**config.mk**
```make
export PLATFORM = sky130hd
export DESIGN_NAME = fp16_mult_arbiter
export DESIGN_NICKNAME = d
export VERILOG_FILES = /design/src/rtl/fp16_mult_arbiter.sv
export SDC_FILE = /design/constraint.sdc
export NUM_CORES = 1
export LEC_CHECK = 0
export BUFFER_PORTS_ARGS = -buffer_cell sky130_fd_sc_hd__buf_2
export CAP_MARGIN = 40
export CORE_MARGIN = 1.5
export CORE_UTILIZATION = 30
export DETAILED_ROUTE_END_ITERATION = 10
export SLEW_MARGIN = 10
export SYNTH_ARGS = -nofsm -noshare
export SYNTH_HDL_FRONTEND = slang
export SYNTH_SLANG_ARGS = --single-unit
```
**constraint.sdc**
```tcl
create_clock -name CLK -period 8.4 [get_ports CLK]
set_input_delay 0 -clock CLK [delete_from_list [all_inputs] [get_ports CLK]]
set_output_delay 0 -clock CLK [all_outputs]
set_load 0.01 [all_outputs]
```
**src/rtl/fp16_mult_arbiter.sv**
```systemverilog
// -----------------------------------------------------------------------------
// fp16_mult_arbiter
//
// A round-robin arbiter and a two-stage issue pipeline that let NUM_REQ
// requesters share one combinational FP16 multiplier (float_mult_16bit).
//   S1 : issue register. Holds the granted operands, id and tag, and drives
//        the multiplier inputs.
//   S2 : response register. Holds the product, id, tag and flags.
// Both stages stall under response backpressure, so with rsp_ready held low
// at most two requests are in flight.
//
// Optional feature macro: FP16_MULT_ARB_FLAGS_EN
//   defined   : rsp_flags = {nan, inf}, decoded from the product and
//               registered in S2.
//   undefined : rsp_flags is tied to 2'b00. The port list is the same in
//               both builds.
//
// Ports
//   CLK, RST      clock; synchronous active-high reset
//   req_valid     [NUM_REQ]       requester i presents an operand pair
//   req_ready     [NUM_REQ]       one-hot grant (accept = valid & ready)
//   req_float1/2  [NUM_REQ*16]    operands; requester i is at [16i+15:16i]
//   req_tag       [NUM_REQ*TAG_W] opaque per-request tag
//   rsp_valid     response register holds a result
//   rsp_ready     consumer accepts the response
//   rsp_id        index of the requester that issued the result
//   rsp_tag       tag captured at accept
//   rsp_product   multiplier result
//   rsp_flags     {nan, inf}
//   busy          either pipeline stage is valid
// -----------------------------------------------------------------------------

// Combinational half-precision multiplier.
//   NaN input, or infinity times zero -> 16'hFFFF
//   infinity times a finite operand   -> signed infinity
//   subnormal inputs are flushed to zero
//   exponent overflow gives infinity, underflow gives zero
//   the mantissa is truncated (no rounding)
module float_mult_16bit (
  input  logic [15:0] i_float1,
  input  logic [15:0] i_float2,
  output logic [15:0] o_product
);

  logic        w_sign;
  logic [4:0]  w_exp1, w_exp2;
  logic [9:0]  w_man1, w_man2;
  logic        w_nan1, w_nan2, w_inf1, w_inf2, w_zero1, w_zero2;
  logic [21:0] w_man_prod;
  logic        w_norm;
  logic [6:0]  w_exp_sum;
  logic [9:0]  w_man_res;

  assign w_sign  = i_float1[15] ^ i_float2[15];
  assign w_exp1  = i_float1[14:10];
  assign w_exp2  = i_float2[14:10];
  assign w_man1  = i_float1[9:0];
  assign w_man2  = i_float2[9:0];
  assign w_nan1  = (w_exp1 == 5'h1F) && (w_man1 != 10'd0);
  assign w_nan2  = (w_exp2 == 5'h1F) && (w_man2 != 10'd0);
  assign w_inf1  = (w_exp1 == 5'h1F) && (w_man1 == 10'd0);
  assign w_inf2  = (w_exp2 == 5'h1F) && (w_man2 == 10'd0);
  assign w_zero1 = (w_exp1 == 5'd0);
  assign w_zero2 = (w_exp2 == 5'd0);

  // The product of the two 1.m significands lies in [1,4). Bit 21 set means
  // the product is at least 2, so shift right by one and bump the exponent.
  assign w_man_prod = 22'({1'b1, w_man1}) * 22'({1'b1, w_man2});
  assign w_norm     = w_man_prod[21];
  assign w_man_res  = w_norm ? w_man_prod[20:11] : w_man_prod[19:10];

  // Biased sum e1 + e2 + norm. The result exponent is this sum minus 15,
  // so a sum of 15 or less underflows and a sum of 46 or more overflows.
  assign w_exp_sum  = 7'(w_exp1) + 7'(w_exp2) + 7'(w_norm);

  // NOTE: every branch of always_comb assigns the output (default first), so no latch is inferred.
  always_comb begin
    o_product = {w_sign, 5'(w_exp_sum - 7'd15), w_man_res};
    if (w_nan1 || w_nan2 || (w_inf1 && w_zero2) || (w_inf2 && w_zero1)) begin
      o_product = 16'hFFFF;
    end else if (w_inf1 || w_inf2) begin
      o_product = {w_sign, 5'h1F, 10'd0};
    end else if (w_zero1 || w_zero2) begin
      o_product = {w_sign, 15'd0};
    end else if (w_exp_sum >= 7'd46) begin
      o_product = {w_sign, 5'h1F, 10'd0};
    end else if (w_exp_sum <= 7'd15) begin
      o_product = {w_sign, 15'd0};
    end
  end

endmodule

module fp16_mult_arbiter #(
  parameter  int NUM_REQ      = 4,
  parameter  int TAG_W        = 4,
  localparam int HALF_FLOAT_W = 16,
  localparam int ID_W         = $clog2(NUM_REQ)
) (
  input  logic                           CLK,
  input  logic                           RST,
  input  logic [NUM_REQ-1:0]             req_valid,
  output logic [NUM_REQ-1:0]             req_ready,
  input  logic [NUM_REQ*HALF_FLOAT_W-1:0] req_float1,
  input  logic [NUM_REQ*HALF_FLOAT_W-1:0] req_float2,
  input  logic [NUM_REQ*TAG_W-1:0]       req_tag,
  output logic                           rsp_valid,
  input  logic                           rsp_ready,
  output logic [ID_W-1:0]                rsp_id,
  output logic [TAG_W-1:0]               rsp_tag,
  output logic [HALF_FLOAT_W-1:0]        rsp_product,
  output logic [1:0]                     rsp_flags,
  output logic                           busy
);

  // (p + k) modulo NUM_REQ, for p < NUM_REQ and k <= NUM_REQ.
  function automatic logic [ID_W-1:0] wrap_add(input logic [ID_W-1:0] p, input int k);
    int s;
    s = int'(p) + k;
    if (s >= NUM_REQ) s = s - NUM_REQ;
    return ID_W'(s);
  endfunction

  // Pipeline state
  logic                    r_s1_valid;
  logic [HALF_FLOAT_W-1:0] r_s1_float1, r_s1_float2;
  logic [ID_W-1:0]         r_s1_id;
  logic [TAG_W-1:0]        r_s1_tag;
  logic [ID_W-1:0]         r_rr_ptr;
  logic                    r_rsp_valid;
  logic [ID_W-1:0]         r_rsp_id;
  logic [TAG_W-1:0]        r_rsp_tag;
  logic [HALF_FLOAT_W-1:0] r_rsp_product;

  logic                    w_s2_open, w_s1_open;
  logic                    w_gnt_found;
  logic [ID_W-1:0]         w_gnt_idx;
  logic                    w_accept;
  logic [HALF_FLOAT_W-1:0] w_product;

  // Stall chain. S2 can load when it is empty or being drained; S1 can load
  // when it is empty or can move into S2 this cycle.
  assign w_s2_open = !r_rsp_valid || rsp_ready;
  assign w_s1_open = !r_s1_valid  || w_s2_open;

  // Round-robin search starting at r_rr_ptr. The grant depends only on
  // req_valid and the pointer, never on operand values.
  always_comb begin
    w_gnt_found = 1'b0;
    w_gnt_idx   = '0;
    for (int k = 0; k < NUM_REQ; k++) begin
      if (!w_gnt_found && req_valid[wrap_add(r_rr_ptr, k)]) begin
        w_gnt_found = 1'b1;
        w_gnt_idx   = wrap_add(r_rr_ptr, k);
      end
    end
  end

  // RST gates the grant so that req_ready reads 0 while reset is held.
  assign w_accept  = w_gnt_found && w_s1_open && !RST;
  assign req_ready = w_accept ? (NUM_REQ'(1) << w_gnt_idx) : '0;

  float_mult_16bit u_mult (
    .i_float1  (r_s1_float1),
    .i_float2  (r_s1_float2),
    .o_product (w_product)
  );

  // NOTE: sequential state uses non-blocking assignments only, so every
  // register samples the pre-edge values and the stages move in lockstep.
  always_ff @(posedge CLK) begin
    if (RST) begin
      r_s1_valid    <= 1'b0;
      r_s1_float1   <= '0;
      r_s1_float2   <= '0;
      r_s1_id       <= '0;
      r_s1_tag      <= '0;
      r_rr_ptr      <= '0;
      r_rsp_valid   <= 1'b0;
      r_rsp_id      <= '0;
      r_rsp_tag     <= '0;
      r_rsp_product <= '0;
    end else begin
      // S1: a new accept may overlap with the S1->S2 move, giving one
      // result per cycle.
      if (w_accept) begin
        r_s1_valid  <= 1'b1;
        r_s1_float1 <= req_float1[w_gnt_idx*HALF_FLOAT_W +: HALF_FLOAT_W];
        r_s1_float2 <= req_float2[w_gnt_idx*HALF_FLOAT_W +: HALF_FLOAT_W];
        r_s1_id     <= w_gnt_idx;
        r_s1_tag    <= req_tag[w_gnt_idx*TAG_W +: TAG_W];
        r_rr_ptr    <= wrap_add(w_gnt_idx, 1);
      end else if (w_s2_open) begin
        r_s1_valid  <= 1'b0;
      end

      // S2 holds while the consumer stalls, which keeps the response stable.
      if (w_s2_open) begin
        r_rsp_valid   <= r_s1_valid;
        r_rsp_id      <= r_s1_id;
        r_rsp_tag     <= r_s1_tag;
        r_rsp_product <= w_product;
      end
    end
  end

`ifdef FP16_MULT_ARB_FLAGS_EN
  logic [1:0] r_rsp_flags;
  logic       w_exp_ones;
  logic [1:0] w_flags;

  assign w_exp_ones = &w_product[14:10];
  assign w_flags    = {w_exp_ones && (w_product[9:0] != 10'd0),
                       w_exp_ones && (w_product[9:0] == 10'd0)};

  always_ff @(posedge CLK) begin
    if (RST) begin
      r_rsp_flags <= 2'b00;
    end else if (w_s2_open) begin
      r_rsp_flags <= w_flags;
    end
  end

  assign rsp_flags = r_rsp_flags;
`else
  assign rsp_flags = 2'b00;
`endif

  assign rsp_valid   = r_rsp_valid;
  assign rsp_id      = r_rsp_id;
  assign rsp_tag     = r_rsp_tag;
  assign rsp_product = r_rsp_product;
  assign busy        = r_s1_valid || r_rsp_valid;

endmodule

```
==> flow_metrics.tcl <==
set metrics [dict create \
    drt-pass1-iter-count 7 \
    path_max_fanout 13 \
    hold_violations 0 \
    ant_nets 0 \
    nFillCells 2750 \
    post_cts_buffers 0 \
    drive_gt1_share_pct 18.6 \
    pin_count 181 \
    grt_pass1_vias 7364 \
    fp.dieH_um 165 \
    synthesis.area_sq_um 7860 \
    nNetsFinal 1488 \
    hp-class "primary input to flop" \
    yosys_warnings 0 \
    fmax_mhz 131 \
    drv_cap 0 \
    ys_seq_area_share_pct 16.3 \
    postSynthCellCount 1050 \
    syn_area_per_cell_sq_um 7.49 \
    synth_edf_count 0 \
    root_buffer "clkbuf_16" \
    clkTransAtPathRegs_ps 60 \
    p_per_area_nw_per_um2 284 \
    start_kind "flop" \
    antenna-diode-count 0 \
    place_ws_ps 771 \
    cp.arrival_ps 7890 \
    die_area_sq_um 27200 \
    period_share_pct 91.0 \
    drv_slew 0 \
    synth_xor_area_share_pct 1.34 \
    crit_type "flop to flop" \
    grt_max_degree 76 \
    route.detailed.drc 0 \
    synth-simple-area-share_pct 28.0 \
    multi_input_area_sq_um 5900 \
    antenna_found_initial 0 \
    yosysUniqueCellTypes 58 \
    leakagePower_nw 4.71 \
    cts_resized 0 \
    ys.flop_type "dfxtp_1" \
    drt-total-wl_mm 21.9 \
    r2r_setup_slack_ps 760 \
    io_buffers 178 \
    rows 59 \
    cts_sinks 64 \
    overflow 0 \
    viasPerCell 4.77 \
    grt_usage_pct 16.9 \
    seqCellArea_sq_um 1280 \
    rsz0062_at_grt "false" \
    hold_buffers 0 \
    synth.area.mux_share_pct 0.382 \
    cts_tree "built" \
    coreArea_sq_um 25900 \
    grt_pass1_wl_mm 36.5 \
    min_period_ps 7640 \
    start_util_pct 30.3 \
    post-dp-hpwl_mm 17.6 \
    synth_fa_ha_area_share_pct 31.1 \
    worst_slew_pin_slew_ps 862 \
    tns_ps 0 \
    ir_worst_vdd_mv 0.158 \
    finalClockSkew_ps 8.58 \
    clk-insertion-delay-late_ps 340 \
    end_kind "flop" \
    setup_viol 0 \
    synth-seq-cells 64 \
    die_w_um 165 \
    synth-compound-area-share_pct 13.7 \
    slew_headroom_pct 42.3 \
    setup_ws_ps 758 \
    place.gp.congestion 0.869 \
    via_count 7305 \
    cp.required_ps 8650 \
    synth_top_family_by_area "adder cells" \
    cts_buffers 9 \
    async_flop_share_pct 0 \
    area_growth_pct 18.9 \
    cts_max_path_buffers 2 \
    wl_per_cell_um 14.3 \
    drt_iter0_markers 275 \
    status "finished, final reports clean" \
    h-tree-depth 3 \
]
[registers in the layout (all words and copies together) (netlist names)]
signal	flops
r_s1_id	2
rsp_product	16
r_s1_float1	16
r_s1_float2	16
rsp_tag	4
rsp_valid	1
rsp_id	2
r_rr_ptr	2
r_s1_tag	4
r_s1_valid	1
[stage by stage]
step                cell area, sq um  total power, mW  hold slack [ps]  cells  utilization, %
finish                          9350             2.66             8.45   1530            36.1
global route                    9350             2.99             40.9   1530            36.1
CTS                             9350             2.69             8.14   1530            36.1
detailed placement              9050             2.29              363   1514            34.9
global placement                9040             2.27              363   1513            34.9
floorplan                       7870             1.85              177   1051               -
[layer usage]
layer  GRT usage (%)  wire length [um]  up-vias
li1                -                 -     3703
met1            21.3              9640     3408
met2            30.4             11000      180
met3            2.49               957       14
met4            3.52               267        0
met5               0                 0        -
[kinds of logic (layout without fill, tap and decap cells)]
| family | count (synthesis) | count (layout) |
|---|---|---|
| xor gates and xnor gates | 12 | 12 |
| DFF | 64 | 64 |
| and+or+nand+nor | 472 | 472 |
| adders and majority gates | 147 | 147 |
| buffers and inverters | 186 | 330 |
| muxes | 3 | 3 |
| AOI/OAI and AO/OA | 165 | 165 |
| other | 1 | 2 |
[layout by cell type, fill, tap and decap left out, types with 3 or more instances in the layout]
| cell type | instances |
|---|---|
| a211oi_1 | 16 |
| a21o_1 | 8 |
| a21oi_1 | 27 |
| and2_1 | 41 |
| and3_1 | 5 |
| buf_2 | 178 |
| buf_4 | 11 |
| clkbuf_16 | 9 |
| dfxtp_1 | 64 |
| fa_1 | 81 |
| ha_1 | 66 |
| inv_1 | 123 |
| mux2i_1 | 3 |
| nand2_1 | 250 |
| nand3_1 | 64 |
| nand3b_1 | 27 |
| nand4_1 | 5 |
| nor2_1 | 43 |
| nor2b_1 | 4 |
| nor3_1 | 10 |
| nor4_1 | 5 |
| o211ai_1 | 4 |
| o21ai_0 | 72 |
| o21bai_1 | 3 |
| o31ai_1 | 12 |
| or2_2 | 4 |
| or4_1 | 5 |
| xnor2_1 | 9 |
| xor2_1 | 3 |
[power by group]
group          switching (mW)  internal, mW
registers              0.0840         0.363
clock network           0.142         0.237
logic                    1.07         0.756
[worst max-delay path, cell delays in order (launching register included)]
cell and delay (ps):
dfxtp_1 600, nand2_1 140, fa_1 530, inv_1 60
fa_1 490, inv_1 50, fa_1 470, inv_1 50
fa_1 530, inv_1 50, fa_1 520, inv_1 40
ha_1 270, or2_2 310, a21oi_1 350, nor3_4 110
nor3_1 320, nor3b_4 80, fa_1 410, fa_1 520
ha_1 220, or2_2 300, a31oi_1 130, nor2_1 120
o32ai_4 500, o21ai_0 160, a211oi_1 210
[path summary, 6_finish.rpt]
check	startpoint	to	cells past startpoint
setup / recovery	r_s1_float2[3]	rsp_product[0]	26
hold / removal	req_float1[33]	r_s1_float1[1]	5
setup reg to reg	r_s1_float2[3]	rsp_product[0]	26
hold reg to reg	rsp_tag[3]	rsp_tag[3]	2
[final cells by class]
cell class	count	area share [%]
Clock buffer	11	2.60
Clock inverter	5	0.602
Inverter	124	4.98
Multi-Input combinational cell	801	63.1
Sequential cell	64	13.7
Tap cell	335	4.48
Timing Repair Buffer	190	10.5
[synthesized netlist by cell type, types with 8 or more instances]
cell / n / area (sq um)
clkbuf_1: 55 / 206
a21o_1: 8 / 60.1
a211oi_1: 17 / 128
nand3_1: 64 / 320
xnor2_1: 9 / 78.8
dfxtp_1: 64 / 1280
and2_1: 41 / 257
fa_1: 81 / 1620
nor3_1: 11 / 55.1
ha_1: 66 / 826
a21oi_1: 27 / 135
inv_1: 123 / 462
o21ai_0: 72 / 360
nand3b_1: 27 / 203
nand2_1: 250 / 938
o31ai_1: 12 / 90.1
nor2_1: 43 / 161
Note: power is estimated with default switching activity, not from simulation.
